===== config.mk =====
export PLATFORM = sky130hd
export DESIGN_NAME = ysyx_22040237_idu_pipe
export DESIGN_NICKNAME = d
export VERILOG_FILES = /design/src/rtl/ysyx_22040237_idu_pipe.sv
export SDC_FILE = /design/constraint.sdc
export NUM_CORES = 1
export LEC_CHECK = 0
export BUFFER_PORTS_ARGS = -buffer_cell sky130_fd_sc_hd__buf_4
export CAP_MARGIN = 20
export CORE_ASPECT_RATIO = 1.2
export CORE_MARGIN = 4
export CORE_UTILIZATION = 34
export CTS_CLUSTER_SIZE = 8
export DETAILED_ROUTE_END_ITERATION = 8
export SKIP_LAST_GASP = 1
export SLEW_MARGIN = 10
export SYNTH_ARGS = -nofsm -noshare
export SYNTH_HDL_FRONTEND = slang
export SYNTH_SLANG_ARGS = --single-unit

===== constraint.sdc =====
create_clock -name clk -period 5.68 [get_ports clk]
set_clock_uncertainty 0.1 [all_clocks]
set_input_delay 1.136 -clock clk [delete_from_list [all_inputs] [get_ports clk]]
set_output_delay 1.136 -clock clk [all_outputs]
set_load 0.005 [all_outputs]

===== src/rtl/ysyx_22040237_idu_pipe.sv =====
// Pipelined instruction-decode stage: RV ALU/U/jump/ebreak decode, one-entry output register, jump redirect.
// Optional register scoreboard with RAW/WAW stall enabled by `define YSYX_22040237_IDU_SCOREBOARD_EN.
module ysyx_22040237_idu_pipe #(
  parameter int unsigned XLEN = 64,
  parameter int unsigned PC_W = 32
) (
  input  logic            clk,
  input  logic            rst,
  input  logic            in_valid,
  output logic            in_ready,
  input  logic [PC_W-1:0] in_pc,
  input  logic [31:0]     in_inst,
  output logic [4:0]      rs1_r_addr,
  output logic [4:0]      rs2_r_addr,
  input  logic [XLEN-1:0] rs1_data,
  input  logic [XLEN-1:0] rs2_data,
  output logic            jump_valid,
  output logic [PC_W-1:0] jump_target,
  output logic            out_valid,
  input  logic            out_ready,
  output logic [7:0]      out_alu_op,
  output logic [XLEN-1:0] out_op1,
  output logic [XLEN-1:0] out_op2,
  output logic            out_rd_w_en,
  output logic [4:0]      out_rd_w_addr,
  output logic            out_ebreak,
  output logic            out_illegal,
  input  logic            flush,
  input  logic            wb_en,
  input  logic [4:0]      wb_addr
);

  localparam logic [7:0]  ALU_NONE   = 8'h00;
  localparam logic [7:0]  ALU_ADD    = 8'h11;
  localparam logic [7:0]  ALU_SUB    = 8'h12;
  localparam logic [6:0]  OP_IMM     = 7'b0010011;
  localparam logic [6:0]  OP_REG     = 7'b0110011;
  localparam logic [6:0]  OP_LUI     = 7'b0110111;
  localparam logic [6:0]  OP_AUIPC   = 7'b0010111;
  localparam logic [6:0]  OP_JAL     = 7'b1101111;
  localparam logic [6:0]  OP_JALR    = 7'b1100111;
  localparam logic [31:0] INST_EBREAK = 32'h00100073;

  logic [6:0]      opcode;
  logic [2:0]      funct3;
  logic [6:0]      funct7;
  logic [4:0]      rd_addr;
  logic [XLEN-1:0] imm_i, imm_u, imm_j, pc_x;
  logic            is_addi, is_add, is_sub, is_lui, is_auipc, is_jal, is_jalr, is_ebreak;
  logic            dec_legal, uses_rs1, uses_rs2;
  logic [7:0]      dec_alu_op;
  logic [XLEN-1:0] dec_op1, dec_op2;
  logic            dec_rd_w_en;
  logic            hazard, accept;
  logic [XLEN-1:0] jal_tgt, jalr_tgt;

  logic            out_valid_q, out_valid_d;
  logic [7:0]      out_alu_op_q, out_alu_op_d;
  logic [XLEN-1:0] out_op1_q, out_op1_d, out_op2_q, out_op2_d;
  logic            out_rd_w_en_q, out_rd_w_en_d;
  logic [4:0]      out_rd_w_addr_q, out_rd_w_addr_d;
  logic            out_ebreak_q, out_ebreak_d;
  logic            out_illegal_q, out_illegal_d;

  assign opcode     = in_inst[6:0];
  assign funct3     = in_inst[14:12];
  assign funct7     = in_inst[31:25];
  assign rd_addr    = in_inst[11:7];
  assign rs1_r_addr = in_inst[19:15];
  assign rs2_r_addr = in_inst[24:20];

  assign imm_i = XLEN'($signed(in_inst[31:20]));
  assign imm_u = XLEN'($signed({in_inst[31:12], 12'b0}));
  assign imm_j = XLEN'($signed({in_inst[31], in_inst[19:12], in_inst[20], in_inst[30:21], 1'b0}));
  assign pc_x  = XLEN'(in_pc);

  assign is_addi   = (opcode == OP_IMM) && (funct3 == 3'b000);
  assign is_add    = (opcode == OP_REG) && (funct3 == 3'b000) && (funct7 == 7'b0000000);
  assign is_sub    = (opcode == OP_REG) && (funct3 == 3'b000) && (funct7 == 7'b0100000);
  assign is_lui    = (opcode == OP_LUI);
  assign is_auipc  = (opcode == OP_AUIPC);
  assign is_jal    = (opcode == OP_JAL);
  assign is_jalr   = (opcode == OP_JALR) && (funct3 == 3'b000);
  assign is_ebreak = (in_inst == INST_EBREAK);

  assign dec_legal = is_addi | is_add | is_sub | is_lui | is_auipc | is_jal | is_jalr | is_ebreak;
  assign uses_rs1  = is_addi | is_add | is_sub | is_jalr;
  assign uses_rs2  = is_add | is_sub;

  // Operand and opcode selection; ebreak and illegal encodings leave operands at zero.
  always_comb begin
    dec_alu_op  = ALU_NONE;
    dec_op1     = '0;
    dec_op2     = '0;
    dec_rd_w_en = dec_legal & ~is_ebreak & (rd_addr != 5'd0);
    if (is_addi) begin
      dec_alu_op = ALU_ADD;
      dec_op1    = rs1_data;
      dec_op2    = imm_i;
    end else if (is_add || is_sub) begin
      dec_alu_op = is_sub ? ALU_SUB : ALU_ADD;
      dec_op1    = rs1_data;
      dec_op2    = rs2_data;
    end else if (is_lui) begin
      dec_alu_op = ALU_ADD;
      dec_op2    = imm_u;
    end else if (is_auipc) begin
      dec_alu_op = ALU_ADD;
      dec_op1    = pc_x;
      dec_op2    = imm_u;
    end else if (is_jal || is_jalr) begin
      dec_alu_op = ALU_ADD;
      dec_op1    = pc_x;
      dec_op2    = XLEN'(4);
    end
  end

`ifdef YSYX_22040237_IDU_SCOREBOARD_EN
  logic [31:0] sb_q, sb_d;
  logic [31:0] busy;

  // A register is busy if retired-pending in the scoreboard or sitting in the output register.
  always_comb begin
    busy = sb_q;
    if (out_valid_q && out_rd_w_en_q) begin
      busy = busy | (32'b1 << out_rd_w_addr_q);
    end
    busy[0] = 1'b0;
    hazard  = (uses_rs1 & busy[rs1_r_addr]) | (uses_rs2 & busy[rs2_r_addr]) |
              (dec_rd_w_en & busy[rd_addr]);
  end

  always_comb begin
    sb_d = sb_q;
    if (wb_en) begin
      sb_d[wb_addr] = 1'b0;
    end
    if (out_valid_q && out_ready && !flush && out_rd_w_en_q) begin
      sb_d[out_rd_w_addr_q] = 1'b1;
    end
    sb_d[0] = 1'b0;
  end

  always_ff @(posedge clk or posedge rst) begin
    if (rst) begin
      sb_q <= '0;
    end else begin
      sb_q <= sb_d;
    end
  end
`else
  logic unused_cfg;
  assign hazard     = 1'b0;
  assign unused_cfg = ^{wb_en, wb_addr, uses_rs1, uses_rs2};
`endif

  assign in_ready = (~out_valid_q | out_ready) & ~hazard & ~flush;
  assign accept   = in_valid & in_ready;

  assign jal_tgt     = pc_x + imm_j;
  assign jalr_tgt    = (rs1_data + imm_i) & ~XLEN'(1);
  assign jump_valid  = accept & (is_jal | is_jalr);
  assign jump_target = PC_W'(is_jal ? jal_tgt : jalr_tgt);

  always_comb begin
    out_valid_d     = out_valid_q;
    out_alu_op_d    = out_alu_op_q;
    out_op1_d       = out_op1_q;
    out_op2_d       = out_op2_q;
    out_rd_w_en_d   = out_rd_w_en_q;
    out_rd_w_addr_d = out_rd_w_addr_q;
    out_ebreak_d    = out_ebreak_q;
    out_illegal_d   = out_illegal_q;
    if (flush) begin
      out_valid_d = 1'b0;
    end else if (accept) begin
      out_valid_d     = 1'b1;
      out_alu_op_d    = dec_alu_op;
      out_op1_d       = dec_op1;
      out_op2_d       = dec_op2;
      out_rd_w_en_d   = dec_rd_w_en;
      out_rd_w_addr_d = rd_addr;
      out_ebreak_d    = is_ebreak;
      out_illegal_d   = ~dec_legal;
    end else if (out_ready) begin
      out_valid_d = 1'b0;
    end
  end

  always_ff @(posedge clk or posedge rst) begin
    if (rst) begin
      out_valid_q     <= 1'b0;
      out_alu_op_q    <= '0;
      out_op1_q       <= '0;
      out_op2_q       <= '0;
      out_rd_w_en_q   <= 1'b0;
      out_rd_w_addr_q <= '0;
      out_ebreak_q    <= 1'b0;
      out_illegal_q   <= 1'b0;
    end else begin
      out_valid_q     <= out_valid_d;
      out_alu_op_q    <= out_alu_op_d;
      out_op1_q       <= out_op1_d;
      out_op2_q       <= out_op2_d;
      out_rd_w_en_q   <= out_rd_w_en_d;
      out_rd_w_addr_q <= out_rd_w_addr_d;
      out_ebreak_q    <= out_ebreak_d;
      out_illegal_q   <= out_illegal_d;
    end
  end

  assign out_valid     = out_valid_q;
  assign out_alu_op    = out_alu_op_q;
  assign out_op1       = out_op1_q;
  assign out_op2       = out_op2_q;
  assign out_rd_w_en   = out_rd_w_en_q;
  assign out_rd_w_addr = out_rd_w_addr_q;
  assign out_ebreak    = out_ebreak_q;
  assign out_illegal   = out_illegal_q;

endmodule


==> results of run 1 <==
==> state kept, by name, indices dropped and copies added, names as in the netlist <==
| name | cells |
|---|---|
| out_op2 | 64 |
| out_ebreak | 1 |
| out_illegal | 1 |
| out_rd_w_addr | 5 |
| out_rd_w_en | 1 |
| out_op1 | 64 |
| out_valid | 1 |
| out_alu_op | 3 |
==> worst max-delay path, stage by stage <==
cell	delay, ps
buf_4	140
and2_1	160
fa_1	420
a211oi_1	340
o21bai_1	140
a21oi_2	240
o211ai_1	210
a221o_1	480
a21o_1	210
o21ai_1	160
mux2_2	360
a21oi_2	150
buf_4	120
==> area by class of cell <==
type	instances	area (µm²)
clock buffers	20	457
inverters	17	68.8
diodes	1	2.50
flip-flops and latches	140	3500
multi-input cells	919	5570
clock inverters	12	113
fillers	2800	14100
well taps	340	425
repair buffers	397	3020
==> power by group through the flow <==
stage	combinational, µW	sequential (µW)	clock [µW]
floorplan	510	1180	0
global placement	1050	1170	0
detailed placement	1050	1180	0
CTS	1060	1160	1130
global route	1160	1170	1160
finish	1050	1160	1100
==> per-stage QoR <==
stage | power, µW | hold slack, ps
after floorplan | 1690 | 363
after global placement | 2220 | 351
final | 3320 | 366
after detailed placement | 2230 | 357
after global routing | 3490 | 386
after CTS | 3350 | 370
==> kinds of logic after synthesis <==
| logic type | share of synthesized area |
|---|---|
| AOI/OAI and AO/OA | 0.248 |
| xor gates and xnor gates | 0.0481 |
| adders and majority gates | 0.0836 |
| buffers and inverters | 0.0501 |
| DFF | 0.370 |
| muxes | 0.00436 |
| other | 0.000396 |
| and+or+nand+nor | 0.196 |
==> cell usage after synthesis (all sizes together) (2+ instances only) <==
| library cell | count |
|---|---|
| a211o | 6 |
| a211oi | 12 |
| a21boi | 3 |
| a21o | 36 |
| a21oi | 121 |
| a221oi | 42 |
| a22o | 2 |
| a22oi | 19 |
| a311oi | 2 |
| a31o | 5 |
| a31oi | 8 |
| a41o | 2 |
| a41oi | 3 |
| and2 | 4 |
| and3 | 4 |
| buf | 24 |
| bufbuf | 2 |
| clkbuf | 53 |
| dfrtp | 140 |
| fa | 2 |
| ha | 60 |
| inv | 17 |
| mux2i | 3 |
| nand2 | 164 |
| nand2b | 5 |
| nand3 | 36 |
| nand3b | 2 |
| nand4 | 8 |
| nor2 | 187 |
| nor2b | 7 |
| nor3 | 11 |
| nor4 | 4 |
| nor4b | 3 |
| o211ai | 7 |
| o21a | 5 |
| o21ai | 55 |
| o21bai | 9 |
| o22ai | 2 |
| o311a | 2 |
| o31ai | 4 |
| or3 | 4 |
| xnor2 | 28 |
| xor2 | 24 |
==> how the worst min path moves through the flow <==
stage                startpoint          end  slack [ps]  depth (start not counted)
finish              out_op1[40]  out_op1[40]         370                          2
global route        out_op1[40]  out_op1[40]         390                          2
CTS                 out_op1[43]  out_op1[43]         370                          2
detailed placement  out_op1[40]  out_op1[40]         360                          2
global placement    out_op1[36]  out_op1[36]         350                          2
floorplan           out_op1[32]  out_op1[32]         360                          2
==> per-layer routing <==
| layer | routed length (µm) | up-vias | GRT usage |
|---|---|---|---|
| li1 | - | 4785 | - |
| met3 | 2600 | 50 | 0.0649 |
| met4 | 962 | 6 | 0.0682 |
| met1 | 15400 | 4787 | 0.292 |
| met2 | 20100 | 356 | 0.441 |
| met5 | 36 | - | 0 |
==> repair_timing <==
| action | in CTS | in global routing |
|---|---|---|
| gates resized for setup | 0 | 3 |
| endpoints found under the setup margin | 0 | 6 |
| endpoints found under the hold margin | 0 | 0 |
==> flow_summary.yaml, run 1 <==
floorplan:
  fp-row-count: 66
  initial_standard_cell_utilization_of_the_core: 0.347
  ioPinCount: 392
  die_x_um: 160
  dieArea_um2: 30600
  die_h_um: 191
  coreArea_um2: 27300
drt:
  detailedRoute.firstPassIterationCount: 5
  initial_drc_count: 497
  avgRoutedWirePerCell_um: 21.2
  route.final.wire_length_mm: 39.2
  drt.antenna.violating_nets: 0
  routed-via-count: 9984
  route.detailed.drc: 0
  vias_per_cell: 5.41
setup_path:
  critical_path.startpoint_type: "input pin"
  reg2reg_depth: 6
  r2r_setup_slack_ps: 2650
  worst_r2r_endpoint: "out_op2[57]"
  critical_path_required_time_ps: 4440
  setup_crit_end: "jump_target[28]"
  crit-reg2reg-launch: "out_valid"
  cp_data_arrival_time_ps: 4260
  crit_path_end_kind: "output pin"
  timing.setup.critical_path_class: "in2out"
  startpoint: "in_inst[20]"
  worst-path-max-fanout: 4
grt:
  initial_antenna_violation_count: 4
  vias_in_the_first_global_route: 9775
  largest_net_degree_at_the_start_of_global_routing: 105
  globalRouteTotalUtil: 0.246
  first_pass_grt_wire_length_mm: 58.6
  overflow: 0
clock_network:
  cts_made_buffers: 17
  clk_latency_ps: 420
  ctsLongestPathBuffers: 2
  htree_levels: 4
  cts-hold-fix-buffers: 0
  cts_sinks: 140
  clock_tree.root_cell: "clkbuf_16"
  clk_pin_slew_ps: 60
  post-cts-setup-buffers: 0
  cts_tree: "built"
logic_synthesis:
  netlist_area_um2: 9460
  yosys_most_used_dff: "dfrtp_1"
  synth.largest_area_cell: "dfrtp_1"
  yosysSeqAreaShare: 0.370
  post_synth_inst_count: 1151
  netlist-cell-type-count: 68
  syn_area_per_cell_um2: 8.22
  ys_async_sr_fraction: 1.00
  post_synth_main_area_contributors: "dfrtp_1 (37%), ha_1 (7.9%), nor2_1 (7.4%)"
  synth_largest_type_area_fraction: 0.370
  number_of_flops_mapped_to_enable_cells_by_yosys: 0
  flip_flop_and_latch_count_after_synthesis: 140
  synth_warnings: 0
power_and_ir_drop:
  switching_power_uw: 1070
  p_clk_frac: 0.333
  cellLeakagePower_uw: 0.00642
  power.ir.vdd_worst_v: 0.000206
  p_comb_frac: 0.318
  power_density_nw_per_um2: 252
  cellInternalPower_uw: 2250
  power_frac_seq: 0.350
  switching_power_share_of_the_total: 0.321
cells_and_area:
  layout.cells.most_common_list: "buf_4 (395), nor2_1 (186), nand2_1 (163)"
  fin_cells: 1846
  finish.utilization: 0.483
  post_route_cells_drive_above_1_share: 0.302
  final_design_area_no_fill_um2: 13200
  flow.area_growth_from_synthesis_pct: 39.0
  num-nets-final: 1757
  most_common_cell_after_layout_fill_and_taps_aside: "buf_4"
timing:
  worst_slack_ps: 187
  rsz0062_at_grt: "no"
  slew_worst_pin_ps: 1070
  finalSetupViolations: 0
  finalHoldViolations: 0
  maximum_clock_frequency_ghz: 0.182
  period_minus_slack_ps: 5490
  fin_setup_tns_ps: 0
  fin_crit_share: 0.967
  worst_slew_margin_rel: 0.288
  timing.final.max_slew_violations: 0
placed_design:
  routabilityCongestion: 0.888
  post_dp_cell_area_um2: 12500
  dp_slack_ps: 46.0
  post-place-cells: 1811
  port_buffers: 380
  detailedPlacementHpwl_mm: 30.0
job:
  cap_violations: 0
run_status:
  status: "completed"
worst_hold_path:
  hold_removal_path_class: "reg2reg"
Note: power is estimated with default switching activity, not from simulation.
==> run 2, diff against run 1 <==
ABC_AREA = 1   (was unset)
CORE_MARGIN = 2   (was 4)
CTS_BUF_LIST = sky130_fd_sc_hd__clkbuf_2 sky130_fd_sc_hd__clkbuf_4 sky130_fd_sc_hd__clkbuf_8   (was unset)
==> flow_summary.yaml, run 2 <==
run_status:
  status: "completed"
clock_network:
  cts_tree: "built"
  ctsLongestPathBuffers: 2
  cts_made_buffers: 17
  cts_repair_resize_count: 0
  clock_tree.root_cell: "clkbuf_8"
  cts_sinks: 140
  htree_levels: 4
  clk_pin_slew_ps: 80
  post-cts-setup-buffers: 0
  cts-hold-fix-buffers: 0
  clk_latency_ps: 470
logic_synthesis:
  synth_warnings: 0
  synth.largest_area_cell: "dfrtp_1"
  ys_top_cells_by_count: "nand2_1 (684), inv_1 (321), nand3_1 (147), dfrtp_1 (140), nor2_1 (86)"
  number_of_flops_mapped_to_enable_cells_by_yosys: 0
  netlist-cell-type-count: 48
  synthMostInstantiatedCell: "nand2_1"
  synth_largest_type_area_fraction: 0.295
  netlist_area_um2: 11900
  syn_area_per_cell_um2: 6.42
  post_synth_inst_count: 1853
  yosysSeqAreaShare: 0.295
  flip_flop_and_latch_count_after_synthesis: 140
  ys_async_sr_fraction: 1.00
  post_synth_main_area_contributors: "dfrtp_1 (29%), nand2_1 (22%), inv_1 (10%)"
  yosys_most_used_dff: "dfrtp_1"
drt:
  routed-via-count: 12857
  avgRoutedWirePerCell_um: 18.0
  dr_wl_met2_mm: 24.7
  drt.antenna.violating_nets: 0
  initial_drc_count: 719
  detailedRoute.firstPassIterationCount: 4
  route.final.wire_length_mm: 48.1
  route.detailed.drc: 0
  top_layer_used: "met4"
  dr_wl_met3_mm: 2.39
  vias_per_cell: 4.81
  met1Wirelength_mm: 19.7
floorplan:
  initial_standard_cell_utilization_of_the_core: 0.343
  dieArea_um2: 36500
  die_h_um: 209
  die_x_um: 175
  ioPinCount: 392
  fp-row-count: 75
  coreArea_um2: 34700
cells_and_area:
  num-nets-final: 2458
  num-fill-cells: 3772
  post_route_cells_drive_above_1_share: 0.226
  flow.area_growth_from_synthesis_pct: 29.0
  most_common_cell_after_layout_fill_and_taps_aside: "nand2_1"
  layout.cells.most_common_list: "nand2_1 (684), buf_4 (388), inv_1 (320)"
  final_design_area_no_fill_um2: 15300
setup_path:
  cp_data_arrival_time_ps: 3350
  critical_path_required_time_ps: 4440
  crit_path_end_kind: "output pin"
  timing.setup.critical_path_class: "in2out"
  worst-path-max-fanout: 6
  critical_path.startpoint_type: "input pin"
timing:
  rsz0062_at_grt: "no"
  slew_worst_pin_ps: 1110
  fin_crit_share: 0.807
  finalSetupViolations: 0
  hold_slack_ps: 388
  finalHoldViolations: 0
  fin_setup_tns_ps: 0
  maximum_clock_frequency_ghz: 0.218
  period_minus_slack_ps: 4580
  timing.final.max_slew_violations: 0
  worst_slew_margin_rel: 0.256
grt:
  vias_in_the_first_global_route: 12505
  globalRouteTotalUtil: 0.261
  largest_net_degree_at_the_start_of_global_routing: 81
  overflow: 0
  first_pass_grt_wire_length_mm: 73.0
  initial_antenna_violation_count: 2
job:
  cap_violations: 0
worst_hold_path:
  hold_removal_path_class: "reg2reg"
power_and_ir_drop:
  cellLeakagePower_uw: 0.00865
  power.ir.vdd_worst_v: 0.000150
  power_density_nw_per_um2: 212
placed_design:
  port_buffers: 380
  post_dp_cell_area_um2: 14900
  routabilityCongestion: 0.967
  detailedPlacementHpwl_mm: 38.8
run 2: cell count changes after synthesis, moves of 19 or more:
cell / before / now
a2bb2oi_1: 0 / 35
xnor2_1: 28 / 4
a22oi_1: 19 / 0
a21oi_1: 119 / 66
clkbuf_1: 53 / 12
nand3_1: 36 / 147
a31oi_1: 8 / 32
or2_2: 1 / 32
nand3_2: 0 / 19
a221oi_1: 42 / 0
inv_1: 17 / 321
a21o_1: 35 / 2
nor2_1: 187 / 86
nand2_1: 164 / 684
run 2: area by class of cell:
type	instances	area [µm²]	area share
diodes	3	7.51	0.000489
clock buffers	17	234	0.0153
clock inverters	15	201	0.0131
inverters	330	1250	0.0817
multi-input cells	1316	6650	0.433
flip-flops and latches	140	3500	0.228
well taps	462	578	0.0377
repair buffers	388	2910	0.190
run 2: cells by family after synthesis:
| kind of cell | count (synthesis) | share of synthesized area |
|---|---|---|
| adders and majority gates | 62 | 0.0665 |
| and+or+nand+nor | 1036 | 0.378 |
| DFF | 140 | 0.295 |
| buffers and inverters | 401 | 0.148 |
| other | 1 | 0.000315 |
| xor gates and xnor gates | 16 | 0.0118 |
| AOI/OAI and AO/OA | 197 | 0.101 |
run 2: final timing paths:
| path | slack [ps] | cells past startpoint | from | to |
|---|---|---|---|---|
| worst max-delay path | 1100 | 14 | in_inst[21] | jump_target[17] |
| worst max register to register | 3030 | 8 | out_valid | out_op2[52] |
| min in group asynchronous | 660 | 2 | rst | out_op2[54] |
| max in group asynchronous | 3810 | 3 | rst | out_op2[16] |
| worst min-delay path | 390 | 2 | out_op1[35] | out_op1[35] |
| worst min register to register | 390 | 2 | out_op1[35] | out_op1[35] |
run 2: critical path, cell delays in order:
cell and delay [ps]:
buf_4 140, ha_1 300, inv_1 90, fa_1 420, inv_1 110, nand3_1 70
nand3_1 230, nand2_1 90, nand3_1 170, nand2_1 70, nand2_1 80, nor2_1 50
o21ai_1 230, buf_4 160
run 2: metrics by stage:
| stage | cells | worst slack, ps | power (µW) | utilization |
|---|---|---|---|---|
| global placement | 2636 | 1090 | 2340 | 0.429 |
| finish | 2671 | 1100 | 3250 | 0.442 |
| detailed placement | 2636 | 1080 | 2350 | 0.429 |
| CTS | 2668 | 1070 | 3270 | 0.442 |
| global route | 2670 | 929 | 3440 | 0.442 |
| floorplan | 1857 | 691 | 1770 | - |
run 2: metal layers:
layer / up-vias / GRT usage
li1: 6460 / -
met1: 5944 / 0.307
met2: 391 / 0.480
met3: 62 / 0.0371
met4: 0 / 0.0902
met5: - / 0
run 2: report_power, final:
part	total, µW	internal [µW]	leakage, µW	switching (µW)
Sequential	1160	1100	0.00175	57.5
Combinational	1170	528	0.00669	645
Clock	915	416	0.000212	499
==> run 3, diff against run 2 <==
clock period = 4.3 ns   (was 5.68 ns; I/O delays follow)
==> flow_summary.yaml, run 3 (synthesized netlist as in run 2, its figures left out) <==
grt:
  globalRouteTotalUtil: 0.259
  grt_busiest_layer: "met2"
  grt_util_met3: 0.0482
  first_pass_grt_wire_length_mm: 72.3
  use_met1: 0.294
  largest_net_degree_at_the_start_of_global_routing: 68
  overflow: 0
  initial_antenna_violation_count: 5
  grt.met2_usage: 0.478
  vias_in_the_first_global_route: 12439
worst_hold_path:
  timing.hold.worst.start: "out_op1[58]"
  hold_removal_path_class: "reg2reg"
floorplan:
  ioPinCount: 392
  die_h_um: 209
  coreArea_um2: 34700
  initial_standard_cell_utilization_of_the_core: 0.343
  dieArea_um2: 36500
  die_x_um: 175
  fp-row-count: 75
setup_path:
  crit_path_end_kind: "output pin"
  critical_path.startpoint_type: "input pin"
  crit-reg2reg-launch: "out_valid"
  critPathBufInv: 4
  cpMaxStageDelayCell: "fa_1"
  crit_path_cell_trace: "buf_4 -> ha_1 -> inv_1 -> fa_1 -> inv_1 -> nand3_1 -> nand3_1 -> nand2_1 -> nand3_1 -> nand2_1 -> nand2_1 -> nor2_1 -> o21ai_1 -> buf_4"
  path_delay_family: "simple AND/OR/NAND/NOR gates"
  startpoint: "in_inst[21]"
  cp_data_arrival_time_ps: 2980
  worst-path-max-fanout: 6
  timing.setup.critical_path_class: "in2out"
  max_stage_delay_ps: 400
  critical_path_required_time_ps: 3340
job:
  cap_violations: 0
cells_and_area:
  num-fill-cells: 3731
  final_design_area_no_fill_um2: 15400
  finish.utilization: 0.443
  multi_input_comb_area_um2: 6650
  layout.cells.most_common_list: "nand2_1 (684), buf_4 (391), inv_1 (320)"
  post_route_cells_drive_above_1_share: 0.229
  most_common_cell_after_layout_fill_and_taps_aside: "nand2_1"
  ff_latch_area_um2: 3500
  num-nets-final: 2465
  flow.area_growth_from_synthesis_pct: 29.4
timing:
  fin_crit_share: 0.915
  hold_slack_ps: 390
  fin_setup_tns_ps: 0
  timing.final.max_slew_violations: 0
  finalHoldViolations: 0
  period_minus_slack_ps: 3940
  rsz0062_at_grt: "no"
  finalSetupViolations: 0
  maximum_clock_frequency_ghz: 0.254
  worst_slew_margin_rel: 0.359
  slew_worst_pin_ps: 959
drt:
  route.final.wire_length_mm: 48.1
  route.detailed.drc: 0
  vias_per_cell: 4.81
  routed-via-count: 12899
  detailedRoute.firstPassIterationCount: 6
  initial_drc_count: 670
  avgRoutedWirePerCell_um: 17.9
  drt.antenna.violating_nets: 0
clock_network:
  htree_levels: 4
  cts_sinks: 140
  clock_tree.root_cell: "clkbuf_8"
  cts_repair_resize_count: 0
  ctsLongestPathBuffers: 2
  post-cts-setup-buffers: 0
  cts-hold-fix-buffers: 0
  clk_pin_slew_ps: 90
  cts_tree: "built"
  clk_latency_ps: 470
  cts_made_buffers: 17
power_and_ir_drop:
  power.ir.vdd_worst_v: 0.000164
  power_density_nw_per_um2: 270
  cellLeakagePower_uw: 0.00868
  finalPower_uw: 4160
placed_design:
  post_dp_cell_area_um2: 15000
  detailedPlacementHpwl_mm: 39.5
  port_buffers: 380
  routabilityCongestion: 0.948
run_status:
  status: "completed"
## run 3: path summary, 6_finish.rpt
| path | endpoint | slack, ps | cells past startpoint |
|---|---|---|---|
| worst max-delay path | jump_target[17] | 360 | 14 |
| worst min register to register | out_op1[58] | 390 | 2 |
| max in group asynchronous | out_op2[62] | 2790 | 3 |
| worst max register to register | out_op2[34] | 1810 | 8 |
| worst min-delay path | out_op1[58] | 390 | 2 |
| min in group asynchronous | out_op2[59] | 460 | 2 |
## run 3: layout make-up
type / count / area share
multi-input cells: 1316 / 0.432
clock inverters: 15 / 0.0100
repair buffers: 395 / 0.196
diodes: 4 / 0.000650
well taps: 462 / 0.0376
flip-flops and latches: 140 / 0.228
clock buffers: 17 / 0.0152
inverters: 330 / 0.0814
## run 3: report_power, final
| part | internal (µW) | switching (µW) | total, µW |
|---|---|---|---|
| Clock | 433 | 634 | 1070 |
| Sequential | 1450 | 77.5 | 1530 |
| Combinational | 705 | 854 | 1560 |
| Total | 2590 | 1570 | 4160 |
## run 3: tightest hold or removal path: cells and delay by family (launching register included)
| kind | cells | cell delay [ps] |
|---|---|---|
| DFF | 1 | 350 |
| and+or+nand+nor | 2 | 110 |
## run 3: metal layers
metal / vias to the layer above / wire length, µm / share of wire
met3: 77 / 2570 / 0.053
met2: 407 / 24600 / 0.51
met1: 5921 / 19200 / 0.40
met4: 2 / 1610 / 0.034
met5: - / 10 / 0.00021
li1: 6492 / - / -
## run 3: metrics by stage
stage               std cells  setup WS (ps)
finish                   2679            365
global route             2679            160
CTS                      2675            290
detailed placement       2643            290
global placement         2643            319
floorplan                1857           1090
